File: src/rtl/accel_axis_conditioner.sv
// Per-channel accelerometer conditioning: moving average, peak-magnitude tracking and
// latest sample. One selected channel is published in sign/magnitude form at a paced tick.
module accel_axis_conditioner #(
  parameter int DATA_W     = 16,
  parameter int N_CH       = 3,
  parameter int SEL_W      = 2,
  parameter int AVG_LOG2   = 2,
  parameter int UPDATE_DIV = 500000
) (
  input  logic                   clk,
  input  logic                   reset_n,
  input  logic                   data_update,
  input  logic [N_CH*DATA_W-1:0] data_in,
  input  logic [SEL_W-1:0]       sel,
  input  logic [1:0]             mode,
  input  logic                   hold,
  input  logic                   clear_peak,
  output logic [DATA_W-1:0]      out_mag,
  output logic                   out_neg,
  output logic [SEL_W-1:0]       out_ch,
  output logic                   out_valid
);

  localparam int DEPTH = 1 << AVG_LOG2;
  localparam int SUM_W = DATA_W + AVG_LOG2;
  localparam int CNT_W = (UPDATE_DIV > 2) ? $clog2(UPDATE_DIV) : 1;

  typedef logic signed [DATA_W-1:0] sample_t;
  typedef logic signed [SUM_W-1:0]  sum_t;

  typedef struct packed {
    logic              neg;
    logic [DATA_W-1:0] mag;
  } sm_t;

  typedef enum logic [1:0] {
    MODE_AVG  = 2'b00,
    MODE_PEAK = 2'b01,
    MODE_RAW  = 2'b10,
    MODE_RSVD = 2'b11
  } mode_e;

  localparam sample_t MOST_NEG = {1'b1, {(DATA_W-1){1'b0}}};
  localparam logic [DATA_W-1:0] MAX_MAG = {1'b0, {(DATA_W-1){1'b1}}};

  // Most-negative input saturates so the magnitude always fits in DATA_W bits.
  function automatic sm_t to_sm(input sample_t x);
    sm_t r;
    r.neg = x[DATA_W-1];
    if (x == MOST_NEG)
      r.mag = MAX_MAG;
    else if (x[DATA_W-1])
      r.mag = DATA_W'(-x);
    else
      r.mag = DATA_W'(x);
    return r;
  endfunction

  function automatic sum_t sext(input sample_t x);
    return {{AVG_LOG2{x[DATA_W-1]}}, x};
  endfunction

  sample_t              hist     [N_CH][DEPTH];
  sum_t                 sum_q    [N_CH];
  sample_t              latest_q [N_CH];
  sm_t                  peak_q   [N_CH];
  logic [AVG_LOG2-1:0]  wp;
  logic [CNT_W-1:0]     cnt;
  logic                 tick;

  sample_t              new_s    [N_CH];
  sm_t                  new_sm   [N_CH];
  sum_t                 sum_nxt  [N_CH];
  sample_t              avg      [N_CH];
  sum_t                 avg_full [N_CH];
  sm_t                  pub;

  assign tick = (cnt == CNT_W'(UPDATE_DIV - 1));

  always_comb begin
    for (int c = 0; c < N_CH; c++) begin
      new_s[c]    = data_in[c*DATA_W +: DATA_W];
      new_sm[c]   = to_sm(new_s[c]);
      sum_nxt[c]  = sum_q[c] - sext(hist[c][wp]) + sext(new_s[c]);
      avg_full[c] = sum_q[c] >>> AVG_LOG2;
      avg[c]      = avg_full[c][DATA_W-1:0];
    end
  end

  // Selection works on registered state only, so a same-cycle sample is never published.
  always_comb begin
    pub = '0;
    for (int c = 0; c < N_CH; c++) begin
      if (sel == SEL_W'(c)) begin
        case (mode_e'(mode))
          MODE_AVG:  pub = to_sm(avg[c]);
          MODE_PEAK: pub = peak_q[c];
          default:   pub = to_sm(latest_q[c]);
        endcase
      end
    end
  end

  // NOTE: the history is reset on purpose; the average ramp after reset depends on
  // the buffer starting at zero, so this memory cannot be left uninitialised.
  always_ff @(posedge clk) begin
    if (!reset_n) begin
      wp <= '0;
      for (int c = 0; c < N_CH; c++) begin
        sum_q[c]    <= '0;
        latest_q[c] <= '0;
        peak_q[c]   <= '0;
        for (int d = 0; d < DEPTH; d++) hist[c][d] <= '0;
      end
    end else begin
      if (data_update) begin
        wp <= wp + 1'b1;
        for (int c = 0; c < N_CH; c++) begin
          sum_q[c]     <= sum_nxt[c];
          hist[c][wp]  <= new_s[c];
          latest_q[c]  <= new_s[c];
          if (clear_peak || (new_sm[c].mag > peak_q[c].mag))
            peak_q[c] <= new_sm[c];
        end
      end else if (clear_peak) begin
        for (int c = 0; c < N_CH; c++) peak_q[c] <= '0;
      end
    end
  end

  // NOTE: all state registers use non-blocking assignments so every block sees
  // the pre-edge values, which is what makes the tick/update collision well defined.
  always_ff @(posedge clk) begin
    if (!reset_n) begin
      cnt       <= '0;
      out_mag   <= '0;
      out_neg   <= 1'b0;
      out_ch    <= '0;
      out_valid <= 1'b0;
    end else begin
      cnt       <= tick ? '0 : cnt + 1'b1;
      out_valid <= 1'b0;
      if (tick && !hold) begin
        out_mag   <= pub.mag;
        out_neg   <= pub.neg;
        out_ch    <= sel;
        out_valid <= 1'b1;
      end
    end
  end

endmodule

File: config.mk
export PLATFORM = sky130hd
export DESIGN_NAME = accel_axis_conditioner
export DESIGN_NICKNAME = d
export VERILOG_FILES = /design/src/rtl/accel_axis_conditioner.sv
export SDC_FILE = /design/constraint.sdc
export NUM_CORES = 1
export LEC_CHECK = 0
export ABC_AREA = 1
export ABC_CLOCK_PERIOD_IN_PS = 9790
export BUFFER_PORTS_ARGS = -buffer_cell sky130_fd_sc_hd__buf_2
export CAP_MARGIN = 20
export CORE_ASPECT_RATIO = 1.1
export CORE_MARGIN = 3
export CORE_UTILIZATION = 40
export CTS_BUF_LIST = sky130_fd_sc_hd__clkbuf_8
export DETAILED_ROUTE_END_ITERATION = 6
export REMOVE_ABC_BUFFERS = 1
export SLEW_MARGIN = 20
export SYNTH_ARGS = -nofsm -noshare
export SYNTH_HDL_FRONTEND = slang
export SYNTH_SLANG_ARGS = --single-unit
File: constraint.sdc
create_clock -name clk -period 9.79 [get_ports clk]
set_input_delay 0.4895 -clock clk [delete_from_list [all_inputs] [get_ports clk]]
set_output_delay 0.4895 -clock clk [all_outputs]
set_load 0.05 [all_outputs]
==> reports/metrics.yaml <==
min_period_ns: 4.73
critical_path_buf_inv_count: 3
ys_ff_latch: 386
arrival_ns: 5.14
drive_above_1_share: 0.0815
portBuffers: 76
startpoint_type: "register"
routedWlPerCell_um: 19.6
ys_async_sr_fraction: 0
mostFrequentLayoutCell: "nand2_1"
slew_viol_final: 0
gp_congestion: 0.915
cts.sink_count: 386
path_max_fanout: 52
end_kind: "register"
cpMostUsedCell: "nand2_1"
rows: 96
routed_wl_um: 80600
setup_viol_count_final: 0
ios: 77
ys.flop_type: "edfxtp_1"
initial_core_util: 0.405
slew_headroom: 0.256
root_buffer: "clkbuf_8"
instances_no_fill: 4114
avgSynthCellArea_um2: 8.01
clk_pin_slew_ns: 0.06
dr.pass1.iters: 6
synth_cells: 3161
timing.setup.tns_ns: 0
vias_per_cell: 5.30
cts_htree_levels: 3
cp_cell_sequence: "inv_2, buf_4, o21ai_0, o22ai_1, fa_1, fa_1, inv_1, nand2_1, o21ai_1, a21oi_1, o21ai_1, nand2_1, a31oi_1, nand2_1, nand2_1, nor2_1"
crit_required_ns: 10.20
coreArea_um2: 62600
final_hold_viol_count: 0
p_per_area_nw_per_um2: 207
max_stage_delay_ns: 0.72
cts_resized: 0
synth_edf_count: 345
fmax_mhz: 211
gr-total-overflow: 0
grt_pass1_vias: 20900
antenna_found_initial: 5
die_w_um: 246
dpl.cell_count: 3983
dieHeight_um: 270
outcome: "complete, no violations"
drt-initial-drc-count: 1920
cts_tree: "built"
p_leak_nw: 12.8
critPathTopFamily: "buffers and inverters"
hpwl_um: 55900
ys_seq_area_frac: 0.442
rsz0062_at_grt: "no"
ir_drop_mv: 0.0902
mostFrequentLayoutCells: "nand2_1 (574), nor2_1 (564), inv_1 (466)"
clock_path_buffers: 3
syn_to_final_growth_pct: 10.2
cts_buffers: 71
max_cap_viol_count: 0
worstSetupPathType: "register to register"
slowest_stage: "inv_2"
yosysWarnings: 0
grt_max_degree: 67
hp-class: "primary input to register"
insertion_delay_ns: 0.68
postRouteAntennaNets: 0
ys_types: 49
worstMarginPinSlew_ns: 1.12
netlist_area_um2: 25300
grt_pass1_wl_um: 123000
postCtsSetupBuffers: 0
drc: 0
finClkSkew_ns: 0.0373
fp.dieArea_um2: 66400
vias: 21800
ctsHoldBuffers: 0
num-nets-final: 3450
timing.final.crit_share: 0.483
grt_usage: 0.242
## metrics by stage
step / setup WS, ns / instance area [um2] / utilization / hold slack [ns] / power [mW]
after CTS: 5.11 / 27900 / 0.446 / 0.0709 / 5.79
after floorplan: 4.14 / 24900 / - / 0.418 / 3.60
after global routing: 4.67 / 27900 / 0.446 / 0.130 / 6.19
after detailed placement: 5.04 / 26500 / 0.423 / 0.448 / 4.19
after global placement: 5.07 / 26500 / 0.423 / 0.431 / 4.17
final: 5.06 / 27900 / 0.446 / 0.117 / 5.78
## state kept, by name (all words and copies together), names as in the netlist
signal / cells
hist: 192
sum_q: 54
peak_q: 51
latest_q: 48
cnt: 19
out_mag: 16
out_ch: 2
wp: 2
out_neg: 1
out_valid: 1
## synth_stat cells (all sizes together) (34+ instances only)
library cell	n	area share
edfxtp	345	0.41
a21oi	151	0.030
nand3	190	0.039
ha	119	0.059
clkbuf	80	0.012
fa	51	0.040
dfxtp	41	0.032
inv	451	0.067
o21ai	254	0.050
o22ai	45	0.011
xor2	61	0.021
nor2	575	0.087
nand2	597	0.090
nand4	34	0.0089
## final cells by class
class | count | area [um2]
inverters | 470 | 1770
well taps | 833 | 1040
clock buffers | 78 | 1070
fillers | 6234 | 34700
diodes | 4 | 10.0
flip-flops and latches | 386 | 11200
multi-input cells | 2194 | 11900
repair buffers | 100 | 561
clock inverters | 49 | 332
## per-layer routing
layer	routed length (um)	vias up	GRT usage
met1	33600	10300	0.319
met5	7	-	0
li1	-	10500	-
met2	38300	848	0.398
met4	2570	2	0.0920
met3	6120	136	0.0396
## report_power, final
part	switching, mW	leakage, nW	internal, mW	total [mW]
Clock	0.741	0.810	0.845	1.59
Sequential	0.127	3.99	1.99	2.11
Combinational	1.40	8.04	0.679	2.08
Total	2.27	12.8	3.51	5.78
## worst reg2reg max path, cell delays in order (launching register included)
cell and delay (ns):
dfxtp_4 0.49, inv_2 0.74, buf_4 0.65, o21ai_0 0.22, o22ai_1 0.21, fa_1 0.49
fa_1 0.42, inv_1 0.08, nand2_1 0.06, o21ai_1 0.16, a21oi_1 0.17, o21ai_1 0.30
nand2_1 0.12, a31oi_1 0.18, nand2_1 0.07, nand2_1 0.06, nor2_1 0.05
## kinds of logic (layout without fill, tap and decap cells)
family                     count (synthesis)  after routing  share of synthesized area
AOI/OAI and AO/OA                        500            500                      0.106
other                                      0              4                          0
and+or+nand+nor                         1456           1456                      0.241
buffers and inverters                    581            697                     0.0884
DFF                                      386            386                      0.442
xor gates and xnor gates                  68             68                     0.0235
adders and majority gates                170            170                     0.0991
## final timing paths
kind / startpoint / to / slack [ns] / depth (start not counted)
setup / recovery: wp[0]$_SDFFE_PN0P_ / sum_q[0][30]$_SDFFCE_PN0P_ / 5.06 / 16
hold / removal: sel[1] / out_ch[1]$_SDFFE_PN0P_ / 0.12 / 3
setup reg to reg: wp[0]$_SDFFE_PN0P_ / sum_q[0][30]$_SDFFCE_PN0P_ / 5.06 / 16
hold reg to reg: cnt[0]$_SDFF_PP0_ / cnt[0]$_SDFF_PP0_ / 0.46 / 1
Power figures use the tool's default switching activity.
